File: config.mk
export PLATFORM = sky130hd
export DESIGN_NAME = ahb_apb_bridge
export DESIGN_NICKNAME = d
export VERILOG_FILES = /design/src/rtl/ahb_apb_bridge.sv
export SDC_FILE = /design/constraint.sdc
export NUM_CORES = 1
export LEC_CHECK = 0
export BUFFER_PORTS_ARGS = -buffer_cell sky130_fd_sc_hd__buf_2
export CORE_MARGIN = 4
export CORE_UTILIZATION = 43
export DETAILED_ROUTE_END_ITERATION = 10
export GPL_TIMING_DRIVEN = 1
export PLACE_DENSITY = 0.72
export SLEW_MARGIN = 20
export SYNTH_ARGS = -nofsm -noshare
export SYNTH_HDL_FRONTEND = slang
export SYNTH_SLANG_ARGS = --single-unit
File: constraint.sdc
create_clock -name HCLK -period 2.42 [get_ports HCLK]
set_clock_uncertainty 0.2 [all_clocks]
set_input_delay 0.726 -clock HCLK [delete_from_list [all_inputs] [get_ports HCLK]]
set_output_delay 0.726 -clock HCLK [all_outputs]
set_load 0.05 [all_outputs]
File: src/rtl/ahb_apb_bridge.sv
// AHB-Lite to APB bridge: one outstanding word transfer, up to four APB slaves, two-cycle ERROR response.
// Optional APB_TIMEOUT_EN: abort an ACCESS phase after 15 cycles without PREADY.
module ahb_apb_bridge (
    input  logic        HCLK,
    input  logic        HRESETn,
    input  logic        HSEL,
    input  logic [31:0] HADDR,
    input  logic        HWRITE,
    input  logic [1:0]  HSIZE,
    input  logic [1:0]  HTRANS,
    input  logic [31:0] HWDATA,
    input  logic        HREADY,
    output logic        HREADYOUT,
    output logic        HRESP,
    output logic [31:0] HRDATA,
    output logic [31:0] PADDR,
    output logic [3:0]  PSEL,
    output logic        PENABLE,
    output logic        PWRITE,
    output logic [31:0] PWDATA,
    input  logic [31:0] PRDATA,
    input  logic        PREADY,
    input  logic        PSLVERR
);

    typedef enum logic [2:0] {
        ST_IDLE,
        ST_SETUP,
        ST_ACCESS,
        ST_DONE,
        ST_ERR1,
        ST_ERR2
    } state_t;

    state_t      state;
    logic [31:0] pwdata_q;
    logic        can_accept;
    logic        accept;
    logic        decode_ok;
    logic [3:0]  sel_dec;

`ifdef APB_TIMEOUT_EN
    logic [3:0]  tmo_cnt;
`endif

    // A new address phase may only land while the bridge is showing HREADYOUT=1.
    assign can_accept = (state == ST_IDLE) || (state == ST_DONE) || (state == ST_ERR2);
    assign accept     = can_accept && HSEL && HREADY && HTRANS[1];
    assign decode_ok  = (HADDR[15:14] == 2'b00) && (HSIZE == 2'b10);
    assign sel_dec    = 4'b0001 << HADDR[13:12];

    // Write data arrives in the AHB data phase, which coincides with SETUP.
    assign PWDATA = (state == ST_SETUP && PWRITE) ? HWDATA : pwdata_q;

    // NOTE: all state and registered outputs use non-blocking assignments so every
    // register samples the pre-edge values, independent of statement order.
    always_ff @(posedge HCLK) begin
        if (!HRESETn) begin
            state     <= ST_IDLE;
            HREADYOUT <= 1'b1;
            HRESP     <= 1'b0;
            HRDATA    <= '0;
            PADDR     <= '0;
            PSEL      <= '0;
            PENABLE   <= 1'b0;
            PWRITE    <= 1'b0;
            pwdata_q  <= '0;
`ifdef APB_TIMEOUT_EN
            tmo_cnt   <= '0;
`endif
        end else begin
            case (state)
                ST_IDLE, ST_DONE, ST_ERR2: begin
                    if (accept && decode_ok) begin
                        state     <= ST_SETUP;
                        PADDR     <= HADDR;
                        PWRITE    <= HWRITE;
                        PSEL      <= sel_dec;
                        PENABLE   <= 1'b0;
                        HREADYOUT <= 1'b0;
                        HRESP     <= 1'b0;
                    end else if (accept) begin
                        state     <= ST_ERR1;
                        PSEL      <= '0;
                        HREADYOUT <= 1'b0;
                        HRESP     <= 1'b1;
                    end else begin
                        state     <= ST_IDLE;
                        HREADYOUT <= 1'b1;
                        HRESP     <= 1'b0;
                    end
                end

                ST_SETUP: begin
                    state   <= ST_ACCESS;
                    PENABLE <= 1'b1;
                    if (PWRITE) begin
                        pwdata_q <= HWDATA;
                    end
`ifdef APB_TIMEOUT_EN
                    tmo_cnt <= '0;
`endif
                end

                ST_ACCESS: begin
                    if (PREADY) begin
                        PSEL    <= '0;
                        PENABLE <= 1'b0;
                        if (PSLVERR) begin
                            state     <= ST_ERR1;
                            HREADYOUT <= 1'b0;
                            HRESP     <= 1'b1;
                        end else begin
                            state     <= ST_DONE;
                            HREADYOUT <= 1'b1;
                            HRESP     <= 1'b0;
                            if (!PWRITE) begin
                                HRDATA <= PRDATA;
                            end
                        end
                    end
`ifdef APB_TIMEOUT_EN
                    else begin
                        // The 15th stalled ACCESS cycle drives the count to 15 and aborts.
                        tmo_cnt <= tmo_cnt + 4'd1;
                        if (tmo_cnt == 4'd14) begin
                            state     <= ST_ERR1;
                            PSEL      <= '0;
                            PENABLE   <= 1'b0;
                            HREADYOUT <= 1'b0;
                            HRESP     <= 1'b1;
                        end
                    end
`endif
                end

                ST_ERR1: begin
                    state     <= ST_ERR2;
                    HREADYOUT <= 1'b1;
                    HRESP     <= 1'b1;
                end

                default: begin
                    state     <= ST_IDLE;
                    HREADYOUT <= 1'b1;
                    HRESP     <= 1'b0;
                    PSEL      <= '0;
                    PENABLE   <= 1'b0;
                end
            endcase
        end
    end

endmodule

Word-level counts from Yosys, hierarchy flattened
Index checks and enable logic that the tools add are counted.

Reduce and logical (&&, ||, !) cells: 18. Mux-type cells: 23. Equality and inequality tests: 9. Bitwise gates (word level): 5. Shift operators: 1.

Operators with widths (count): two-way mux 32 bit (1); two-way mux 3 bit (4); two-way mux 4 bit (3); case mux 3 bit (4 select lines) (1); case mux 4 bit (3 select lines) (1); two-way mux 1 bit (10); case mux 1 bit (4 select lines) (2); == test 3 x 2 -> 1 bit (second input constant) (2); == test 3 bit (second input constant) (2); logical AND 1 bit (6); AND reduction 2 bit (3); AND reduction 3 bit (2); inverter 1 bit (5); != test 2 bit (second input constant) (2); AND reduction 4 bit (1); left shift 1 x 2 -> 4 bit (first input constant) (1); == test 3 x 1 -> 1 bit (second input constant) (1); zero test 3 bit (1); != test 3 bit (second input constant) (1); case mux 1 bit (3 select lines) (1); OR reduction 3 bit (1); == test 2 bit (second input constant) (1); zero test 2 bit (1); logical OR 1 bit (2); OR reduction 2 bit (1).

Output and inout bits: 104. Bits in registers: 107.

Longest topological paths before layout
Depth after elaboration: 9. Gate-level depth with buffers: 7.

Worst setup path after synthesis
OpenSTA, ideal clock, no wires.

Path kind: register -> output. From: register PWRITE. To: output PWDATA[18]. Arrival time: 1543 ps. Data required time: 1494 ps. Slack: -49 ps. Cell stages (with the launch flop): 5. Path buffers: 2. Path through: dfxtp_1 > and3b_1 > buf_6 > buf_12 > mux2_4.

Cells in the longest elaborated chain, start to end: 2.

Ends and longest elaborated chain: start, declared (RTL line 19) `output logic PWRITE,`; start signal, assigned (RTL line 66) `PWRITE <= 1'b0;`; start signal, assigned (RTL line 77) `PWRITE <= HWRITE;`; logical AND 1 bit (RTL line 53) `assign PWDATA = (state == ST_SETUP && PWRITE) ? HWDATA : pwdata_q;`; two-way mux 32 bit (RTL line 53); end, declared (RTL line 20) `output logic [31:0] PWDATA,`.

Every way passes these cells.

Worst setup path in the final report
From: register state[0]. To: output PWDATA[8].

Cells in the longest elaborated chain, start to end: 3.

Ends and longest elaborated chain: start, declared (RTL line 35) `state_t state;`; start signal, assigned (RTL line 59) `state <= ST_IDLE;`; start signal, assigned (RTL line 75) `state <= ST_SETUP;`; start signal, assigned (RTL line 83) `state <= ST_ERR1;`; == test 3 x 1 -> 1 bit (RTL line 53); logical AND 1 bit (RTL line 53); two-way mux 32 bit (RTL line 53).

Every way passes these cells.

==> results.py <==
metrics = {
    "status": {
        "violations": "negative setup slack",
        "run_status": "finished, violations left",
    },
    "floorplanning": {
        "coreArea_mm2": 0.00982,
        "dieArea_mm2": 0.0118,
        "initial_core_util_pct": 44.2,
        "rows": 36,
        "die_y_um": 108,
        "ios": 211,
        "dieWidth_um": 108,
    },
    "global_routing": {
        "grt_start_max_net_pins": 36,
        "antenna_found_initial": 0,
        "first_global_vias": 4041,
        "grt_usage_pct": 20.8,
        "gr-total-overflow": 0,
        "grt_pass1_wl_mm": 19.6,
    },
    "sta": {
        "rsz0062_at_grt": "yes",
        "finalHoldViolCount": 0,
        "fin_ws_ns": -0.306,
        "fmax_ghz": 0.367,
        "fin_tns_setup_ns": -8.96,
        "tightest_slew_ns": 0.552,
        "period_share_pct": 113,
        "slew_viol_final": 0,
        "hold_slack_ns": 0.260,
        "period_minus_slack_ns": 2.73,
        "setup_viol": 32,
        "relSlewSlack_pct": 62.7,
    },
    "cells_and_area": {
        "final_util_pct": 61.3,
        "drive_gt1_share_pct": 43.7,
        "syn_to_final_growth_pct": 38.7,
        "num_antenna_cells": 0,
        "nNetsFinal": 779,
    },
    "clock_network": {
        "clk-insertion-delay-late_ns": 0.35,
        "post_cts_buffers": 0,
        "cts-root-buf": "clkbuf_8",
        "cts_sinks": 107,
        "clockBufferDepth": 2,
        "hold_buffers": 0,
        "htree_levels": 3,
        "numCtsBuffers": 9,
        "cts_tree": "built",
        "path_clk_slew_ns": 0.09,
    },
    "logic_synthesis": {
        "synthCells": 461,
        "synth_top_area_share_pct": 49.4,
        "ys_ff_latch": 107,
        "synth_area_leaders": "dfxtp_1 (49%), mux2_4 (10%), a21oi_1 (7.8%), nand2_1 (5.7%), o21ai_0 (4.5%)",
        "synth_top_cell_by_area": "dfxtp_1",
        "async_flop_share_pct": 0,
        "synth_edf_count": 0,
        "synth_area_mm2": 0.00434,
        "syn_nets": 568,
        "syn_avg_cell_area_um2": 9.41,
        "synth_warnings": 0,
        "synth_seq_area_share_pct": 49.4,
        "ys_types": 44,
        "synth-main-ff-cell": "dfxtp_1",
    },
    "setup_path": {
        "critPathRequiredTime_ns": 1.49,
        "startpoint_type": "register",
        "cp-end-kind": "primary output",
        "r2r-start": "state[0]",
        "worstPathMaxFanout": 11,
        "crit_path_start": "state[0]",
        "critical_path_class": "register to primary output",
        "crit_arrival_ns": 1.80,
    },
    "run": {
        "drv_cap": 0,
    },
    "placed_design": {
        "dp_hpwl_mm": 8.84,
        "place_congestion": 0.778,
        "portBuffers": 209,
    },
    "detailed_routing": {
        "routed_wl_mm": 12.3,
        "via_per_inst": 4.97,
        "avgRoutedWirePerCell_um": 15.2,
        "drc_errors": 0,
        "first_pass_iters": 4,
        "ant_nets": 0,
        "drt_iter0_markers": 176,
        "vias": 4027,
    },
    "power": {
        "powerDensity_mw_per_mm2": 562,
        "vdd.ir_drop.worst_uv": 341,
        "p_leak_uw": 0.00272,
    },
    "min_path": {
        "worstHoldStart": "HRDATA[21]",
        "hp-class": "register to register",
    },
}
==> cell usage after synthesis (all sizes together), types with 2 or more instances <==
cell and count:
inv 3, nor2 3, and3 3, dfxtp 107, nand4 2, a21oi 68, and2 32, nor2b 4
nand3 33, nand2 66, mux2 32, clkbuf 18, nor3b 3, nand3b 2, nor3 3, a22o 2
o21ai 40, buf 21, o2bb2ai 2
==> per-stage QoR <==
stage | area, um2 | power (uW) | setup WS (ns) | std cells
after CTS | 6010 | 3420 | -0.347 | 810
final | 6020 | 3380 | -0.306 | 810
after floorplan | 4340 | 2030 | 0.116 | 461
after detailed placement | 5580 | 2200 | 0.0164 | 794
after global placement | 5580 | 2190 | 0.0331 | 794
after global routing | 6020 | 3520 | -0.384 | 810
==> worst max-delay path, cell delays in order, from the launching register on <==
cell,delay (ns)
dfxtp_2,0.34
nor2b_4,0.14
and3b_2,0.20
buf_12,0.14
buf_12,0.15
mux2_4,0.32
buf_6,0.16
==> report_power, final <==
| part | internal (uW) | switching (uW) | total [uW] |
|---|---|---|---|
| Clock | 639 | 578 | 1220 |
| Combinational | 139 | 241 | 380 |
| Sequential | 1780 | 8.27 | 1780 |
==> cells by family after synthesis <==
family,count (synthesis),synth area share [%]
and+or+nand+nor,159,19.0
AOI/OAI and AO/OA,120,14.7
DFF,107,49.4
buffers and inverters,42,5.82
muxes,32,10.9
xor gates and xnor gates,1,0.202
==> state kept, by name (all words and copies together) (netlist names) <==
signal,flops
pwdata_q,32
state,3
PADDR,32
PWRITE,1
PENABLE,1
HRESP,1
PSEL,4
HRDATA,32
HREADYOUT,1
==> placed cells by master, fill, tap and decap left out, types with 2 or more instances in the layout <==
cell       netlist  routed
clkbuf_8         0      11
inv_1            3       2
buf_12           3       3
a21oi_1         68      68
bufinv_16        0       2
nand4_1          2       2
and2_4           2       2
mux2_4          30      30
buf_2           10     177
and3_1           3       3
dfxtp_2          0       2
o2bb2ai_1        2       2
nor2_1           3       3
nand3b_1         2       2
nor3b_1          2       2
and2_1          30      30
o21ai_0         39      39
dfxtp_1        107     105
nor3_1           3       3
nand2_1         66      66
mux2_2           2       2
buf_6            1      31
buf_4            7      27
nor2b_1          3       3
nand3_1         33      33
a22o_1           2       2
==> repair_timing <==
item,CTS,global route
resized for setup,66,1
setup endpoints to repair,32,32
endpoints found under the hold margin,0,0
pin swaps,0,1
==> final timing paths <==
path | endpoint | slack, ns | cells after the start
worst max-delay path | PWDATA[8] | -0.31 | 6
worst min-delay path | HRDATA[21] | 0.26 | 2
worst max register to register | PSEL[0] | 0.58 | 6
worst min register to register | HRDATA[21] | 0.26 | 2
==> per-layer routing <==
metal	track usage, %	vias up	routed length [um]
met5	0	-	0
li1	-	2001	-
met2	35.9	167	5960
met4	4.87	0	129
met1	25.3	1845	5120
met3	6.39	14	1090
==> final cells by class <==
| type | count | area (um2) |
|---|---|---|
| fillers | 842 | 3800 |
| flip-flops and latches | 107 | 2140 |
| multi-input cells | 312 | 1950 |
| repair buffers | 239 | 1510 |
| well taps | 133 | 166 |
| clock buffers | 12 | 155 |
| clock inverters | 4 | 72.6 |
| inverters | 3 | 11.3 |
Power figures use the tool's default switching activity.
